--- src/rtl/run_sequencer.sv ---
// Run sequencer for the 9-bit core: pulses Start, waits for Ack or a cycle limit,
// counts RUN cycles and hands the single data-memory port to the host or the core.
module run_sequencer #(
    parameter int          AW           = 8,
    parameter int          DW           = 8,
    parameter int          START_CYCLES = 2,
    parameter logic [15:0] TIMEOUT      = 16'd4096
) (
    input  logic          Clk,
    input  logic          Reset,
    input  logic          go,
    input  logic          host_req,
    input  logic          host_we,
    input  logic [AW-1:0] host_addr,
    input  logic [DW-1:0] host_wdata,
    output logic          host_gnt,
    output logic [DW-1:0] host_rdata,
    input  logic          core_we,
    input  logic [AW-1:0] core_addr,
    input  logic [DW-1:0] core_wdata,
    output logic [DW-1:0] core_rdata,
    output logic          mem_we,
    output logic [AW-1:0] mem_addr,
    output logic [DW-1:0] mem_wdata,
    input  logic [DW-1:0] mem_rdata,
    output logic          core_start,
    input  logic          core_ack,
    output logic          busy,
    output logic          done,
    output logic          timeout,
    output logic [15:0]   cycle_count
);

    localparam int SCW = (START_CYCLES > 1) ? $clog2(START_CYCLES) : 1;
    localparam logic [SCW-1:0] START_LAST = SCW'(START_CYCLES - 1);

    typedef enum logic [2:0] {
        S_IDLE  = 3'd0,
        S_START = 3'd1,
        S_RUN   = 3'd2,
        S_DONE  = 3'd3,
        S_TOUT  = 3'd4
    } state_t;

    state_t         state_q;
    logic [SCW-1:0] start_cnt_q;
    logic [15:0]    cycle_count_q;
    logic           core_start_q;
    logic           busy_q;
    logic           done_q;
    logic           timeout_q;

    always_ff @(posedge Clk or negedge Reset) begin
        if (!Reset) begin
            state_q       <= S_IDLE;
            start_cnt_q   <= '0;
            cycle_count_q <= '0;
            core_start_q  <= 1'b0;
            busy_q        <= 1'b0;
            done_q        <= 1'b0;
            timeout_q     <= 1'b0;
        end else begin
            case (state_q)
                S_IDLE, S_DONE, S_TOUT: begin
                    if (go) begin
                        state_q       <= S_START;
                        start_cnt_q   <= '0;
                        cycle_count_q <= '0;
                        core_start_q  <= 1'b1;
                        busy_q        <= 1'b1;
                        done_q        <= 1'b0;
                        timeout_q     <= 1'b0;
                    end
                end
                // Ack is not looked at here: it still reflects the previous program.
                S_START: begin
                    if (start_cnt_q == START_LAST) begin
                        state_q      <= S_RUN;
                        core_start_q <= 1'b0;
                    end else begin
                        start_cnt_q <= start_cnt_q + 1'b1;
                    end
                end
                S_RUN: begin
                    if (cycle_count_q != TIMEOUT) begin
                        cycle_count_q <= cycle_count_q + 16'd1;
                    end
                    if (core_ack) begin
                        state_q <= S_DONE;
                        done_q  <= 1'b1;
                        busy_q  <= 1'b0;
                    end else if (cycle_count_q == TIMEOUT - 16'd1) begin
                        state_q   <= S_TOUT;
                        timeout_q <= 1'b1;
                        busy_q    <= 1'b0;
                    end
                end
                default: begin
                    state_q      <= S_IDLE;
                    core_start_q <= 1'b0;
                    busy_q       <= 1'b0;
                end
            endcase
        end
    end

    // Port ownership follows the registered state, so a go cycle still serves the host.
    logic core_owns;

    always_comb begin
        core_owns = (state_q == S_START) || (state_q == S_RUN);
        host_gnt  = 1'b0;
        mem_we    = 1'b0;
        mem_addr  = host_addr;
        mem_wdata = host_wdata;
        if (core_owns) begin
            mem_we    = core_we;
            mem_addr  = core_addr;
            mem_wdata = core_wdata;
        end else begin
            host_gnt = host_req;
            mem_we   = host_req & host_we;
        end
    end

    assign host_rdata  = mem_rdata;
    assign core_rdata  = mem_rdata;
    assign core_start  = core_start_q;
    assign busy        = busy_q;
    assign done        = done_q;
    assign timeout     = timeout_q;
    assign cycle_count = cycle_count_q;

endmodule

--- config.mk ---
export PLATFORM = sky130hd
export DESIGN_NAME = run_sequencer
export DESIGN_NICKNAME = d
export VERILOG_FILES = /design/src/rtl/run_sequencer.sv
export SDC_FILE = /design/constraint.sdc
export NUM_CORES = 1
export LEC_CHECK = 0
export CORE_ASPECT_RATIO = 1.5
export CORE_MARGIN = 2
export CORE_UTILIZATION = 35
export DETAILED_ROUTE_END_ITERATION = 8
export PLACE_DENSITY = 0.79
export SYNTH_ARGS = -nofsm -noshare
export SYNTH_HDL_FRONTEND = slang
export SYNTH_SLANG_ARGS = --single-unit
--- constraint.sdc ---
create_clock -name Clk -period 1.78 [get_ports Clk]
set_input_delay 0.356 -clock Clk [delete_from_list [all_inputs] [get_ports Clk]]
set_output_delay 0.356 -clock Clk [all_outputs]
set_load 0.05 [all_outputs]
---- Word-level counts from Yosys, hierarchy flattened ----
Cells that the tools add are included.
storage, ports and cells
  flip-flop bits (word level) ............. 24
  output and inout port bits .............. 54
  input bits .............................. 47
  logic and storage cells ................. 63
cells by class
  add/sub/neg operators ................... 2
  equality and inequality tests ........... 13
  reduce and logical (&&, ||, !) cells .... 12
  muxes and demuxes ....................... 26
  bitwise logic cells ..................... 3
operators with widths
  operator               count
  $mux 16                2
  $pmux 16 s2            1
  $add 16x1->16 const B  1
  $eq 16x12->1 const B   1
  $mux 8                 2
  $ne 16x13->1 const B   1
  $reduce_and 3->1       5
  $mux 3                 4
  $ne 2x2->1 const B     6
  $mux 1                 11
  $pmux 3 s3             1
  $eq 3x2->1 const B     2
  $pmux 1 s2             3
  $pmux 1 s3             2
  $reduce_and 4->1       1
  $reduce_bool 2->1      2
  $eq 3x1->1 const B     1
  $eq 3x3->1 const B     1
  $logic_not 3->1        1
  $ne 3x3->1 const B     1
  $reduce_or 3->1        1
  $not 1->1              2
  $reduce_and 2->1       1
  $add 1x1->1 const B    1
  2 further kinds        2

---- Logic depth before layout (Yosys ltp) ----
Gate-level depths: netlist of the first run.
  depth after elaboration ................. 4
  depth in mapped cells ................... 7
  gate-level depth less buffers ........... 6

---- Worst setup path after synthesis of the first run ----
OpenSTA, ideal clock, no wires.
  path type ............................... register to output
  start ................................... register state_q[1]
  end ..................................... output mem_we
  cell stages (with the launch flop) ...... 6
  path slack .............................. -0.699 ns
  buffers on the path ..................... 2
  data required time ...................... 1.424 ns
  data arrival time ....................... 2.123 ns
  path through ............................ dfrtp_1 buf_2 nand2b_1 a21oi_4 buf_4 o21ai_0
on the way
  word-level cells in the longest chain between the ends .. 3
  elaborated cells on any way between the ends .. 4
  those cells by class .................... 2 x eq/ne; 1 x mux; 1 x reduce/logical
RTL lines
  item                                             RTL line  text
  from (decl)                                      45        state_t state_q;
  from (signal assigned)                           55        state_q <= S_IDLE;
  from (signal assigned)                           66        state_q <= S_START;
  from (signal assigned)                           78        state_q <= S_RUN;
  $eq 3x1->1 / $eq 3x2->1 (equally long branches)  111       core_owns = (state_q == S_START) || (state_q == S_RUN);
  $logic_or 1x1->1 (*)                             111
  $mux 1 (*)                                       116       if (core_owns) begin
  to (decl)                                        22        output logic mem_we,
Mark *: on every way between the ends. The rest lies on a longest branch, timed or not.

---- Worst setup path in the final report of the first run ----
  start ................................... register state_q[1]
  end ..................................... output mem_addr[7]
on the way
  word-level cells in the longest chain between the ends .. 3
  elaborated cells on any way between the ends .. 4
  those cells by class .................... 2 x eq/ne; 1 x mux; 1 x reduce/logical
RTL lines
  item                                             RTL line  text
  $eq 3x1->1 / $eq 3x2->1 (equally long branches)  111
  $logic_or 1x1->1 (*)                             111
  $mux 8 (*)                                       116
  to (decl)                                        23        output logic [AW-1:0] mem_addr,
Marked as above.

==> flow_metrics.py, run 1 <==
metrics = {
    "floorplan": {
        "core_area_mm2": 0.00485,
        "rows": 31,
        "ios": 101,
        "die_area_mm2": 0.00562,
        "start_util": 0.363,
        "die_x_um": 61.9,
        "die_h_um": 90.8,
    },
    "status": {
        "status": "finished, violations left",
        "violations": "setup timing",
    },
    "global_routing": {
        "grt_pass1_wl_um": 8150,
        "overflow": 0,
        "grt_max_degree": 25,
        "grtUsageTotal": 0.185,
        "antenna_found_initial": 0,
        "grt_pass1_vias": 1824,
    },
    "cells_and_area": {
        "fin_nets": 325,
        "drive_above_1_share": 0.455,
        "final_common_cell": "buf_4",
        "utilization": 0.613,
        "syn_to_final_growth_pct": 68.9,
        "num_antenna_cells": 0,
        "final_cell_mix": "44 x buf_4, 38 x clkdlybuf4s50_1, 18 x nand2_1, 13 x dfrtp_1",
    },
    "timing": {
        "fmax_mhz": 483,
        "setup_viol": 20,
        "slew_violations": 0,
        "maxSlewHeadroom": 0.734,
        "min_period_ps": 2070,
        "fin_skew_ps": 7.63,
        "final.period_utilization": 1.16,
        "whs_ps": 442,
        "hold_viol_final": 0,
        "tightestPinTransition_ps": 399,
        "rsz0062_at_grt": "yes",
        "setup_slack_ps": -292,
    },
    "detailed_routing": {
        "first_pass_iters": 5,
        "via_per_inst": 5.51,
        "drt_iter0_markers": 246,
        "wire_per_inst_um": 16.6,
        "ant_nets": 0,
        "num_vias": 1880,
        "drc": 0,
        "drt_wl_total_um": 5680,
    },
    "clock_network": {
        "cts.sinks": 24,
        "root_buffer": "clkbuf_8",
        "clockBufferDepth": 2,
        "path_clk_slew_ps": 100,
        "cts_buffers": 3,
        "clock_latency_ps": 280,
        "hold_buffers": 0,
        "tritoncts": "done",
        "htree_levels": 1,
    },
    "synthesis": {
        "seq_area_frac_synth": 0.341,
        "synth_warnings": 0,
        "synth_top_family_by_area": "simple AND/OR/NAND/NOR gates",
        "synth_cell_types": 40,
        "synthCells": 194,
        "synthMuxAreaShare": 0.137,
        "avgSynthCellArea_um2": 9.07,
        "synth-simple-area-share": 0.230,
        "synth_compound_area_frac": 0.161,
        "syn_area_mm2": 0.00176,
        "synth_xor_area_frac": 0,
        "synth-adder-area-share": 0.0142,
        "ys_seq_elements": 24,
        "synth-edff-count": 0,
        "postSynth.asyncResetShare": 1.00,
        "synth_ff_type": "dfrtp_1",
        "synth_nets": 243,
    },
    "power": {
        "powerDensity_mw_per_mm2": 1540,
        "irDropWorstVdd_v": 0.000884,
        "leakagePower_nw": 1.25,
        "finalPower_w": 0.00459,
    },
    "worst_setup_path": {
        "critPathMaxStageDelay_ps": 450,
        "r2r_start": "state_q[1]",
        "cp-start-kind": "register",
        "arrival_ps": 1720,
        "critPathKind": "register to primary output",
        "end_kind": "primary output",
        "slowest_stage": "dfrtp_2",
        "critPathTopFamily": "flip-flops",
        "path_max_fanout": 18,
        "r2r_slack_ps": -60,
        "path_cells": "nand2b_4, a21oi_4, buf_12, mux2_2, buf_6",
        "required_ps": 1420,
        "worst-path-buf-inv": 2,
        "startpoint": "state_q[1]",
    },
    "place": {
        "place.gp.congestion": 0.848,
        "hpwlAfterDp_um": 3940,
        "dp_worst_setup_slack_ps": -79.3,
        "numPortBuffers": 76,
    },
    "run": {
        "maxCapViolations": 0,
    },
    "worst_hold_path": {
        "min_path_type": "primary input to asynchronous set/reset pin",
    },
}
==> worst reg2reg max path: stages (launching register included) <==
cell,delay (ps)
dfrtp_2,420
buf_4,140
mux2i_4,240
a21oi_4,110
buf_12,160
or4_1,520
a21oi_1,160
==> layer usage <==
layer / wire length, um / global-route usage / vias to the layer above
met4: 171 / 0.0709 / 0
met5: 0 / 0 / -
met3: 409 / 0.0301 / 23
li1: - / - / 855
met1: 1970 / 0.200 / 892
met2: 3130 / 0.336 / 110
==> registers in the layout, summed over array words and instances, names as in the netlist <==
name / count
done: 1
core_start: 1
state_q: 3
busy: 1
start_cnt_q: 1
timeout: 1
cycle_count: 16
==> area by class of cell <==
type	count	area (um2)
tap	66	82.6
clock buffer	3	41.3
multi-input combinational	136	1120
timing repair buffer	104	1060
clock inverter	1	30.0
sequential	24	614
inverter	7	26.3
fill	400	1880
==> timing repair <==
item | in CTS | in global routing
setup buffers | 0 | 1
resized for setup | 13 | 24
cloned | 0 | 1
pin swaps | 0 | 8
endpoints found under the setup margin | 22 | 31
==> kinds of logic (layout without fill, tap and decap cells) <==
logic type | Yosys count | count (layout)
mux | 22 | 22
simple gates | 67 | 67
compound gates | 45 | 45
flops | 24 | 24
buf+inv | 34 | 115
fa+ha+maj | 2 | 2
==> Yosys cell counts (all sizes together), types with 2 or more instances <==
cell    number  area [um2]
dfrtp       24         601
buf         23         163
a21oi       18         105
nand2       18        67.6
mux2        16         180
o21ai       11        55.1
or4         11        82.6
o31ai        9        67.6
inv          7        26.3
nand2b       7        43.8
mux2i        6        60.1
nor2         6        22.5
nand4        5        31.3
clkbuf       4        16.3
nor4         4        25.0
and4         3        26.3
nor4b        3        26.3
a22o         2        17.5
ha           2        25.0
nand3        2        10.0
nor3b        2        26.3
==> per-stage QoR <==
stage / std cells / area [um2] / setup TNS, ps
CTS: 339 / 2830 / -5120
detailed placement: 335 / 2710 / -594
finish: 341 / 2970 / -4680
global route: 341 / 2970 / -5920
global placement: 335 / 2710 / -160
floorplan: 194 / 1830 / -683
==> final timing paths <==
path                                  endpoint  cells past startpoint
min in group Clk                          done                      1
worst max register to register  cycle_count[5]                      6
max in group asynchronous       cycle_count[0]                      2
worst min register to register            done                      1
worst min-delay path                core_start                      2
worst max-delay path               mem_addr[7]                      5
==> power breakdown <==
| part | switching, W | total [W] | internal, W |
|---|---|---|---|
| sequential | 0.0000985 | 0.000747 | 0.000648 |
| combinational | 0.00182 | 0.00333 | 0.00152 |
| clock | 0.000204 | 0.000506 | 0.000302 |
Note: power is estimated with default switching activity, not from simulation.
==> run 2: changes to the inputs <==
--- a/config.mk
+++ b/config.mk
@@ -10,6 +10,7 @@
 export CORE_UTILIZATION = 35
 export DETAILED_ROUTE_END_ITERATION = 8
 export PLACE_DENSITY = 0.79
+export SLEW_MARGIN = 0
 export SYNTH_ARGS = -nofsm -noshare
 export SYNTH_HDL_FRONTEND = slang
 export SYNTH_SLANG_ARGS = --single-unit
==> results of run 2 <==
Final layout, timing and power as in run 1 (identical DEF).
